===== src/rtl/mac_acc_drain.sv =====
// mac_acc_drain
//   Sums runs of cfg_len consecutive unsigned mul_fp52 results into one
//   dot-product value and presents it on a valid/ready output. The sum
//   saturates at 2^ACC_W-1 and out_sat records whether any partial sum of
//   the vector overflowed.
//
// Ports
//   clk      : single clock, rising edge
//   rst      : asynchronous active-high reset
//   cfg_len  : terms per vector (0 treated as 1), sampled on a vector's first beat
//   in_vld   : in_res valid
//   in_rdy   : block accepts a term this cycle (beat = in_vld & in_rdy)
//   in_res   : unsigned term
//   out_vld  : out_sum/out_sat valid
//   out_rdy  : consumer accepts (handoff = out_vld & out_rdy)
//   out_sum  : saturated sum of the vector
//   out_sat  : the vector overflowed at least once
//   busy     : a vector is being accumulated or held for handoff
module mac_acc_drain #(
  parameter int RES_W = 18,
  parameter int ACC_W = 32,
  parameter int LEN_W = 8
) (
  input  logic             clk,
  input  logic             rst,
  input  logic [LEN_W-1:0] cfg_len,
  input  logic             in_vld,
  output logic             in_rdy,
  input  logic [RES_W-1:0] in_res,
  output logic             out_vld,
  input  logic             out_rdy,
  output logic [ACC_W-1:0] out_sum,
  output logic             out_sat,
  output logic             busy
);

  localparam int SUM_W = ACC_W + 1;

  typedef enum logic [1:0] {
    S_IDLE = 2'd0,
    S_ACC  = 2'd1,
    S_HOLD = 2'd2
  } state_t;

  state_t             state_q, state_d;
  logic [ACC_W-1:0]   acc_q, acc_d;
  logic [LEN_W-1:0]   cnt_q, cnt_d;
  logic [LEN_W-1:0]   len_q, len_d;
  logic               sat_q, sat_d;
  logic [ACC_W-1:0]   out_sum_q, out_sum_d;
  logic               out_sat_q, out_sat_d;

  logic               beat;
  logic [LEN_W-1:0]   len_new;
  logic [SUM_W-1:0]   add_res;

  // Returns {overflow, clamped sum}. Once the accumulator is at full scale,
  // adding a non-negative term keeps it there.
  function automatic logic [SUM_W-1:0] sat_add(input logic [ACC_W-1:0] a,
                                               input logic [RES_W-1:0] b);
    logic [SUM_W-1:0] s;
    s = {1'b0, a} + SUM_W'(b);
    if (s[ACC_W]) begin
      return {1'b1, {ACC_W{1'b1}}};
    end
    return s;
  endfunction

  // In HOLD the input is only opened when the result is leaving, so a new
  // vector can start in the same cycle as the handoff without a bubble.
  always_comb begin
    in_rdy = 1'b0;
    if (!rst) begin
      in_rdy = (state_q == S_HOLD) ? out_rdy : 1'b1;
    end
  end

  assign beat    = in_vld & in_rdy;
  assign len_new = (cfg_len == '0) ? LEN_W'(1) : cfg_len;
  assign add_res = sat_add(acc_q, in_res);

  always_comb begin
    state_d   = state_q;
    acc_d     = acc_q;
    cnt_d     = cnt_q;
    len_d     = len_q;
    sat_d     = sat_q;
    out_sum_d = out_sum_q;
    out_sat_d = out_sat_q;
    unique case (state_q)
      S_IDLE, S_HOLD: begin
        if (state_q == S_HOLD && out_rdy) begin
          state_d = S_IDLE;
        end
        // In HOLD a beat implies out_rdy, so this is always a fresh vector.
        if (beat) begin
          len_d = len_new;
          acc_d = ACC_W'(in_res);
          cnt_d = LEN_W'(1);
          sat_d = 1'b0;
          if (len_new == LEN_W'(1)) begin
            state_d   = S_HOLD;
            out_sum_d = ACC_W'(in_res);
            out_sat_d = 1'b0;
          end else begin
            state_d = S_ACC;
          end
        end
      end
      S_ACC: begin
        if (beat) begin
          acc_d = add_res[ACC_W-1:0];
          sat_d = sat_q | add_res[ACC_W];
          cnt_d = cnt_q + LEN_W'(1);
          if (cnt_d == len_q) begin
            state_d   = S_HOLD;
            out_sum_d = add_res[ACC_W-1:0];
            out_sat_d = sat_q | add_res[ACC_W];
          end
        end
      end
      default: state_d = S_IDLE;
    endcase
  end

  always_ff @(posedge clk or posedge rst) begin
    if (rst) begin
      state_q   <= S_IDLE;
      acc_q     <= '0;
      cnt_q     <= '0;
      len_q     <= '0;
      sat_q     <= 1'b0;
      out_sum_q <= '0;
      out_sat_q <= 1'b0;
    end else begin
      state_q   <= state_d;
      acc_q     <= acc_d;
      cnt_q     <= cnt_d;
      len_q     <= len_d;
      sat_q     <= sat_d;
      out_sum_q <= out_sum_d;
      out_sat_q <= out_sat_d;
    end
  end

  assign out_vld = (state_q == S_HOLD);
  assign busy    = (state_q != S_IDLE);
  assign out_sum = out_sum_q;
  assign out_sat = out_sat_q;

endmodule


===== config.mk =====
export PLATFORM = sky130hd
export DESIGN_NAME = mac_acc_drain
export DESIGN_NICKNAME = d
export VERILOG_FILES = /design/src/rtl/mac_acc_drain.sv
export SDC_FILE = /design/constraint.sdc
export NUM_CORES = 1
export LEC_CHECK = 0
export ABC_AREA = 1
export CORE_MARGIN = 2
export CORE_UTILIZATION = 30
export CTS_CLUSTER_DIAMETER = 60
export DETAILED_ROUTE_END_ITERATION = 7
export PLACE_DENSITY = 0.46
export SLEW_MARGIN = 20
export SYNTH_ARGS = -nofsm -noshare
export SYNTH_HDL_FRONTEND = slang
export SYNTH_SLANG_ARGS = --single-unit

===== constraint.sdc =====
create_clock -name clk -period 6.2 [get_ports clk]
set_input_delay 1.86 -clock clk [delete_from_list [all_inputs] [get_ports clk]]
set_output_delay 1.86 -clock clk [all_outputs]
set_load 0.02 [all_outputs]

; Word level (Yosys, flattened, before mapping)
; Cells that the tools add are included.
[classes]
addsub = 2
mul = 0
n_div = 0
n_lt_le_gt_ge = 0
eq_ne = 9
shift = 0
mux = 31
bitwise_logic = 2
n_reduce_logical = 10
[ops]
columns = op, count
row1 = $mux W32, 6
row2 = $pmux W32 S2, 2
row3 = $mux W33, 2
row4 = $add A32 B18 Y33, 1
row5 = $mux W8, 3
row6 = $pmux W8 S2, 1
row7 = $mux W2, 5
row8 = $mux W1, 9
row9 = $add A8 B1 Y8 const B, 1
row10 = $eq A8 B1 Y1 const B, 1
row11 = $eq A8 B8 Y1, 1
row12 = $logic_not A8 Y1, 1
row13 = $ne A2 B2 Y1 const B, 4
row14 = $reduce_and A3 Y1, 2
row15 = $reduce_and A5 Y1, 1
row16 = $pmux W1 S2, 2
row17 = $pmux W2 S2, 1
row18 = $reduce_bool A2 Y1, 2
row19 = $ne A3 B3 Y1 const B, 1
row20 = $eq A2 B1 Y1 const B, 1
row21 = $eq A2 B2 Y1 const B, 1
row22 = $logic_not A2 Y1, 1
row23 = $reduce_and A2 Y1, 1
row24 = $reduce_or A2 Y1, 1
row25 = 3 further kinds, 3
[word_totals]
regBits = 84
latch_bits = 0
ramBits = 0
romBits = 0
out_inout_bits = 36
n_memories = 0

; Depth between registers and ports, before layout
; Gate-level depths: netlist (run 1).
[depth]
depth_word = 7
depth_mapped = 16
ltp_nobuf = 15

; Worst setup path after synthesis (run 1)
; No wires, ideal clock.
[synth_timing]
path_kind = input port to output port
from = input port rst
to = output port in_rdy
arrival_time_ns = 3.998
required_time_ns = 4.340
path_slack_ns = 0.342
stages = 3
cell_sequence = inv_1 -> nand2_1 -> inv_2
[synth_via]
elab_chain_cells = 1
[synth_rtl]
columns = element, line_no
row1 = start: declaration, 25  ; input logic rst,
row2 = $mux W1, 73  ; if (!rst) begin
row3 = end: declaration, 28  ; output logic in_rdy,
; No other way between the ends.

; Worst setup path after layout (run 1)
; Ends and elaborated chain as after synthesis.

==> results of run 1 <==
-- synth_stat cells --
master / count
o21ai_1: 7
nand2_4: 1
a31oi_1: 6
buf_2: 9
nand3_2: 3
inv_2: 4
buf_4: 1
o21ai_0: 29
nor4_1: 2
inv_4: 1
or2_2: 4
buf_6: 1
xor2_1: 10
xnor2_1: 7
inv_1: 112
nor3_2: 1
nand3b_1: 2
nor2_2: 3
o22ai_1: 3
nand3_1: 63
dfrtp_1: 84
nand4_1: 7
a21oi_4: 1
nand2_2: 3
o21a_1: 2
fa_1: 1
or2_1: 1
nor2_1: 88
and2_1: 2
clkbuf_1: 8
ha_1: 19
nand2_1: 374
nor3_1: 5
a41oi_1: 1
a21oi_1: 12
-- metrics by stage --
stage                     area [um^2]  cells  power (mW)   util  hold WS (ns)
after floorplan                  5660    877        1.94      -         0.453
after global placement           6550   1162        2.44  0.352         0.468
after detailed placement         6550   1162        2.43  0.352         0.464
after CTS                        6830   1177        3.00  0.368         0.485
after global routing             6830   1177        3.24  0.368         0.496
final                            6830   1177        2.95  0.368         0.481
-- flip-flops by register name (all words and copies together) (netlist names) --
register  cells
acc_q        32
out_sum      32
len_q         8
cnt_q         8
sat_q         1
state_q       2
out_sat       1
-- cells by family (layout without fill, tap and decap cells) --
logic type / count (synthesis) / in the layout
simple gates: 559 / 559
buf+inv: 136 / 202
flops: 84 / 84
compound gates: 61 / 61
fa+ha+maj: 20 / 20
xor+xnor: 17 / 17
-- worst max-delay path, stage by stage --
cell and delay [ns]:
clkdlybuf4s50_1 0.47, clkinv_2 0.12, nand2_1 0.11, inv_2 0.04, clkdlybuf4s50_1 0.52
-- layer usage --
metal / vias to the layer above / global-route usage
li1: 2830 / -
met5: - / 0
met1: 2344 / 0.249
met4: 0 / 0.0637
met2: 71 / 0.267
met3: 14 / 0.0206
-- power by group --
group	switching, mW	total [mW]	leakage [nW]	internal (mW)
Combinational	0.976	1.55	2.30	0.572
Clock	0.232	0.542	0.140	0.311
Sequential	0.131	0.861	1.09	0.730
-- worst paths after layout --
kind / cells after the start / slack (ns) / end
setup / recovery: 5 / 1.21 / in_rdy
min in group asynchronous: 3 / 2.01 / out_sum[12]$_DFFE_PP0P_
hold reg to reg: 2 / 0.48 / out_sum[28]$_DFFE_PP0P_
setup reg to reg: 14 / 3.21 / acc_q[17]$_DFFE_PP0P_
hold / removal: 2 / 0.48 / out_sum[28]$_DFFE_PP0P_
max in group asynchronous: 4 / 3.14 / out_sum[20]$_DFFE_PP0P_
-- area by class of cell --
type | instances | share of cell area
timing repair buffer | 70 | 0.101
multi-input combinational | 657 | 0.442
tap | 234 | 0.0429
sequential | 84 | 0.308
inverter | 117 | 0.0649
clock buffer | 11 | 0.0341
clock inverter | 4 | 0.00715
==> impl_metrics.csv, run 1 <==
group,metric,value,unit
status,status,"finished clean",
routing,drc,0,
critical_path,rr_startpoint,"acc_q[0]$_DFFE_PP0P_",
global_route,grt_max_degree,53,
clocking,htree_levels,3,
timing,slew_viol_final,0,
routing,vias_per_cell,4.47,
routing,met2_length,7050,um
routing,drt_iter0_markers,255,
global_route,overflow,0,
floorplan,start_util,0.305,
yosys,yosysSeqAreaShare,0.371,
timing,setup_viol,0,
yosys,synthCells,877,
floorplan,die_area,20000,um^2
placed_design,dp_hpwl,12300,um
pwr,vdd_drop_max,148,uV
critical_path,path_max_fanout,2,
placed_design,port_buffers,65,
global_route,grt_pass1_wl,27300,um
clocking,postCtsHoldBufs,0,
job,cap_violations,0,
clocking,clk_pin_slew_worst_paths,0.06,ns
yosys,synth_xor_area_frac,0.0263,
pwr,powerDensity,432,nW/um^2
layout,fillers,2037,
timing,fin_ws,1.21,ns
routing,vias,5259,
clocking,root_buffer,"clkbuf_16",
clocking,cts_tree,"yes",
floorplan,core,18600,um^2
timing,post-route-period-util,0.805,
hold_path,min_path_type,"reg2reg",
routing,post_drt_wl_per_cell,13.8,um
critical_path,worst_setup_path_start_kind,"input pin",
clocking,cts_setup_buffers,0,
placed_design,gp_congestion,0.851,
layout,multiInputGateArea,3020,um^2
floorplan,fp.dieW,141,um
clocking,worstSkewPairLatency,0.35,ns
global_route,antenna_found_initial,0,
layout,area_delta_synth_final,20.7,%
routing,ant_nets,0,
yosys,synth_top_family_by_area,"simple AND/OR/NAND/NOR gates",
floorplan,io_pins,66,
layout,layout_common_cells,"nand2_1, inv_1, nor2_1",
hold_path,hold_start,"out_sum[28]$_DFFE_PP0P_",
yosys,syn_area,5660,um^2
yosys,synth.largest_area_cell,"dfrtp_1",
timing,slew_headroom,0.331,
placed_design,dpl_worst_slack,1.19,ns
layout,layout_commonest_cell,"nand2_1",
global_route,grt.total_usage,0.173,
timing,hold_viol,0,
clocking,clockBufferDepth,2,
routing,finalWirelength,16300,um
yosys,syn-num-nets,927,
critical_path,end_kind,"output pin",
yosys,ys_types,35,
timing,min_period,4.99,ns
layout,n_antenna_cell,0,
timing,skew,0.00895,ns
yosys,synthMuxAreaShare,0,
routing,first_pass_iters,5,
timing,rsz0062_at_grt,"no",
timing,setup_tns,0,ns
clocking,cts.sinks,84,
yosys,synthAdderAreaFrac,0.0455,
clocking,cts_made_buffers,9,
timing,tightestPinTransition,0.997,ns
yosys,synth_compound_area_frac,0.0595,
yosys,synth_warnings,0,
global_route,grt_pass1_vias,5196,
yosys,ys_seq_elements,84,
pwr,p_leak,3.53,nW
routing,route.met3.wl,481,um
floorplan,die_y,141,um
critical_path,arrival,3.13,ns
yosys,syn_area_per_cell,6.45,um^2
yosys,synth-simple-area-share,0.403,
layout,seq_area,2100,um^2
layout,fin_nets,989,
floorplan,rows,50,
yosys,synth_top_area_frac,0.371,
layout,drive_above_1_share,0.0424,
routing,highest_layer,"met4",
critical_path,crit_required,4.34,ns
clocking,cts_resized,0,
routing,wl_met1,8480,um
yosys,ys_top_cells_by_area,"dfrtp_1, nand2_1, inv_1",
critical_path,crit_type,"in2out",
critical_path,startpoint,"rst",
timing,fmax,0.200,GHz
(Power assumes the default switching activity.)
==> run 2: changes to the inputs <==
- clock period: 6.2 -> 5.1 ns (I/O delays scaled with it)
==> impl_metrics.csv, run 2 (synthesis gave the netlist of run 1 again) <==
group,metric,value,unit
status,status,"finished clean",
pwr,vdd_drop_max,221,uV
critical_path,rr_startpoint,"cnt_q[0]$_DFFE_PP0P_",
floorplan,io_pins,66,
clocking,postCtsHoldBufs,0,
timing,min_period,4.39,ns
global_route,grt_pass1_wl,27000,um
floorplan,fp.dieW,141,um
pwr,p_comb_frac,0.519,
routing,post_drt_wl_per_cell,13.8,um
routing,ant_nets,0,
timing,slew_viol_final,0,
timing,hold_viol,0,
floorplan,rows,50,
routing,vias,5340,
critical_path,r2r_end,"out_sum[16]$_DFFE_PP0P_",
clocking,cts_made_buffers,9,
pwr,powerDensity,527,nW/um^2
routing,drt_iter0_markers,223,
clocking,cts_setup_buffers,0,
layout,layout_commonest_cell,"nand2_1",
clocking,htree_levels,3,
layout,fin_util,0.369,
clocking,clk_pin_slew_worst_paths,0.06,ns
layout,fillers,2057,
pwr,seq_power_share,0.291,
timing,slew_headroom,0.354,
critical_path,startpoint,"rst",
timing,fmax,0.228,GHz
pwr,p_leak,3.53,nW
placed_design,gp_congestion,0.905,
timing,setup_tns,0,ns
floorplan,start_util,0.305,
pwr,intPower,1.98,mW
job,cap_violations,0,
layout,area_delta_synth_final,21.1,%
critical_path,critical_path.endpoint,"in_rdy",
clocking,cts.sinks,84,
critical_path,arrival,2.86,ns
layout,n_antenna_cell,0,
routing,vias_per_cell,4.53,
layout,layout.cells.non_filler,1178,
placed_design,dp_hpwl,12200,um
floorplan,die_area,20000,um^2
clocking,root_buffer,"clkbuf_16",
timing,skew,0.00680,ns
routing,first_pass_iters,5,
placed_design,dp.cells,1162,
layout,fin_nets,989,
critical_path,end_kind,"output pin",
global_route,grt.total_usage,0.171,
pwr,clockPowerShare,0.190,
global_route,grt_max_degree,53,
critical_path,crit_required,3.57,ns
timing,post-route-period-util,0.861,
clocking,cts_tree,"yes",
timing,setup_viol,0,
critical_path,r2r_slack,2.57,ns
critical_path,ff2ff_path_depth,13,
pwr,switching_share,0.453,
layout,layout_common_cells,"nand2_1, inv_1, nor2_1",
routing,drc,0,
clocking,cts_resized,0,
clocking,worstSkewPairLatency,0.35,ns
floorplan,core,18600,um^2
timing,rsz0062_at_grt,"no",
timing,tightestPinTransition,0.962,ns
pwr,p_switching,1.64,mW
placed_design,port_buffers,65,
placed_design,dpl_cell_area,6550,um^2
critical_path,crit_type,"in2out",
critical_path,worst_setup_path_start_kind,"input pin",
routing,finalWirelength,16300,um
clocking,clockBufferDepth,2,
global_route,grt_pass1_vias,5238,
layout,drive_above_1_share,0.0456,
floorplan,die_y,141,um
critical_path,path_max_fanout,2,
global_route,antenna_found_initial,0,
layout,post-route-cell-area,6860,um^2
hold_path,min_path_type,"reg2reg",
global_route,overflow,0,
[run 2: area by class of cell]
| cell class | count | area [um^2] | share of cell area |
|---|---|---|---|
| flip-flops and latches | 84 | 2100 | 0.307 |
| inverters | 117 | 445 | 0.0650 |
| well taps | 234 | 293 | 0.0427 |
| repair buffers | 70 | 688 | 0.100 |
| multi-input cells | 657 | 3020 | 0.441 |
| clock buffers | 11 | 243 | 0.0354 |
| clock inverters | 5 | 60.1 | 0.00876 |
[run 2: metrics by stage]
stage	total power [mW]	hold WS (ns)	worst slack, ns
after floorplan	2.36	0.453	0.487
after global placement	2.95	0.468	0.665
after detailed placement	2.95	0.468	0.672
after CTS	3.66	0.486	0.672
after global routing	3.96	0.507	0.642
final	3.61	0.477	0.709
[run 2: worst min-delay path by stage]
stage,start,slack (ns),cells after the start,to
2_1_floorplan,acc_q[12]$_DFFE_PP0P_,0.45,2,acc_q[12]$_DFFE_PP0P_
3_3_place_gp,out_sum[0]$_DFFE_PP0P_,0.47,2,out_sum[0]$_DFFE_PP0P_
3_5_place_dp,out_sum[9]$_DFFE_PP0P_,0.47,2,out_sum[9]$_DFFE_PP0P_
4_1_cts,out_sum[0]$_DFFE_PP0P_,0.49,2,out_sum[0]$_DFFE_PP0P_
5_1_grt,out_sum[15]$_DFFE_PP0P_,0.51,2,out_sum[15]$_DFFE_PP0P_
6_report,out_sum[0]$_DFFE_PP0P_,0.48,2,out_sum[0]$_DFFE_PP0P_
[run 2: power by group through the flow]
stage | clock, mW | sequential [mW] | combinational [mW]
after floorplan | 0 | 1.12 | 1.24
after global placement | 0 | 1.06 | 1.89
after detailed placement | 0 | 1.06 | 1.89
after CTS | 0.710 | 1.05 | 1.90
after global routing | 0.734 | 1.09 | 2.14
final | 0.687 | 1.05 | 1.88
[run 2: critical path, stage by stage]
cell and delay, ns:
clkdlybuf4s50_1 0.50, clkinvlp_4 0.15, nand2_1 0.11, inv_2 0.04, clkdlybuf4s50_1 0.52
[run 2: routing by layer]
| metal | track usage | part of all wire | vias to the layer above |
|---|---|---|---|
| met1 | 0.240 | 0.51 | 2413 |
| met4 | 0.0416 | 0.012 | 0 |
| li1 | - | - | 2840 |
| met5 | 0 | 0 | - |
| met2 | 0.275 | 0.45 | 74 |
| met3 | 0.0294 | 0.030 | 13 |
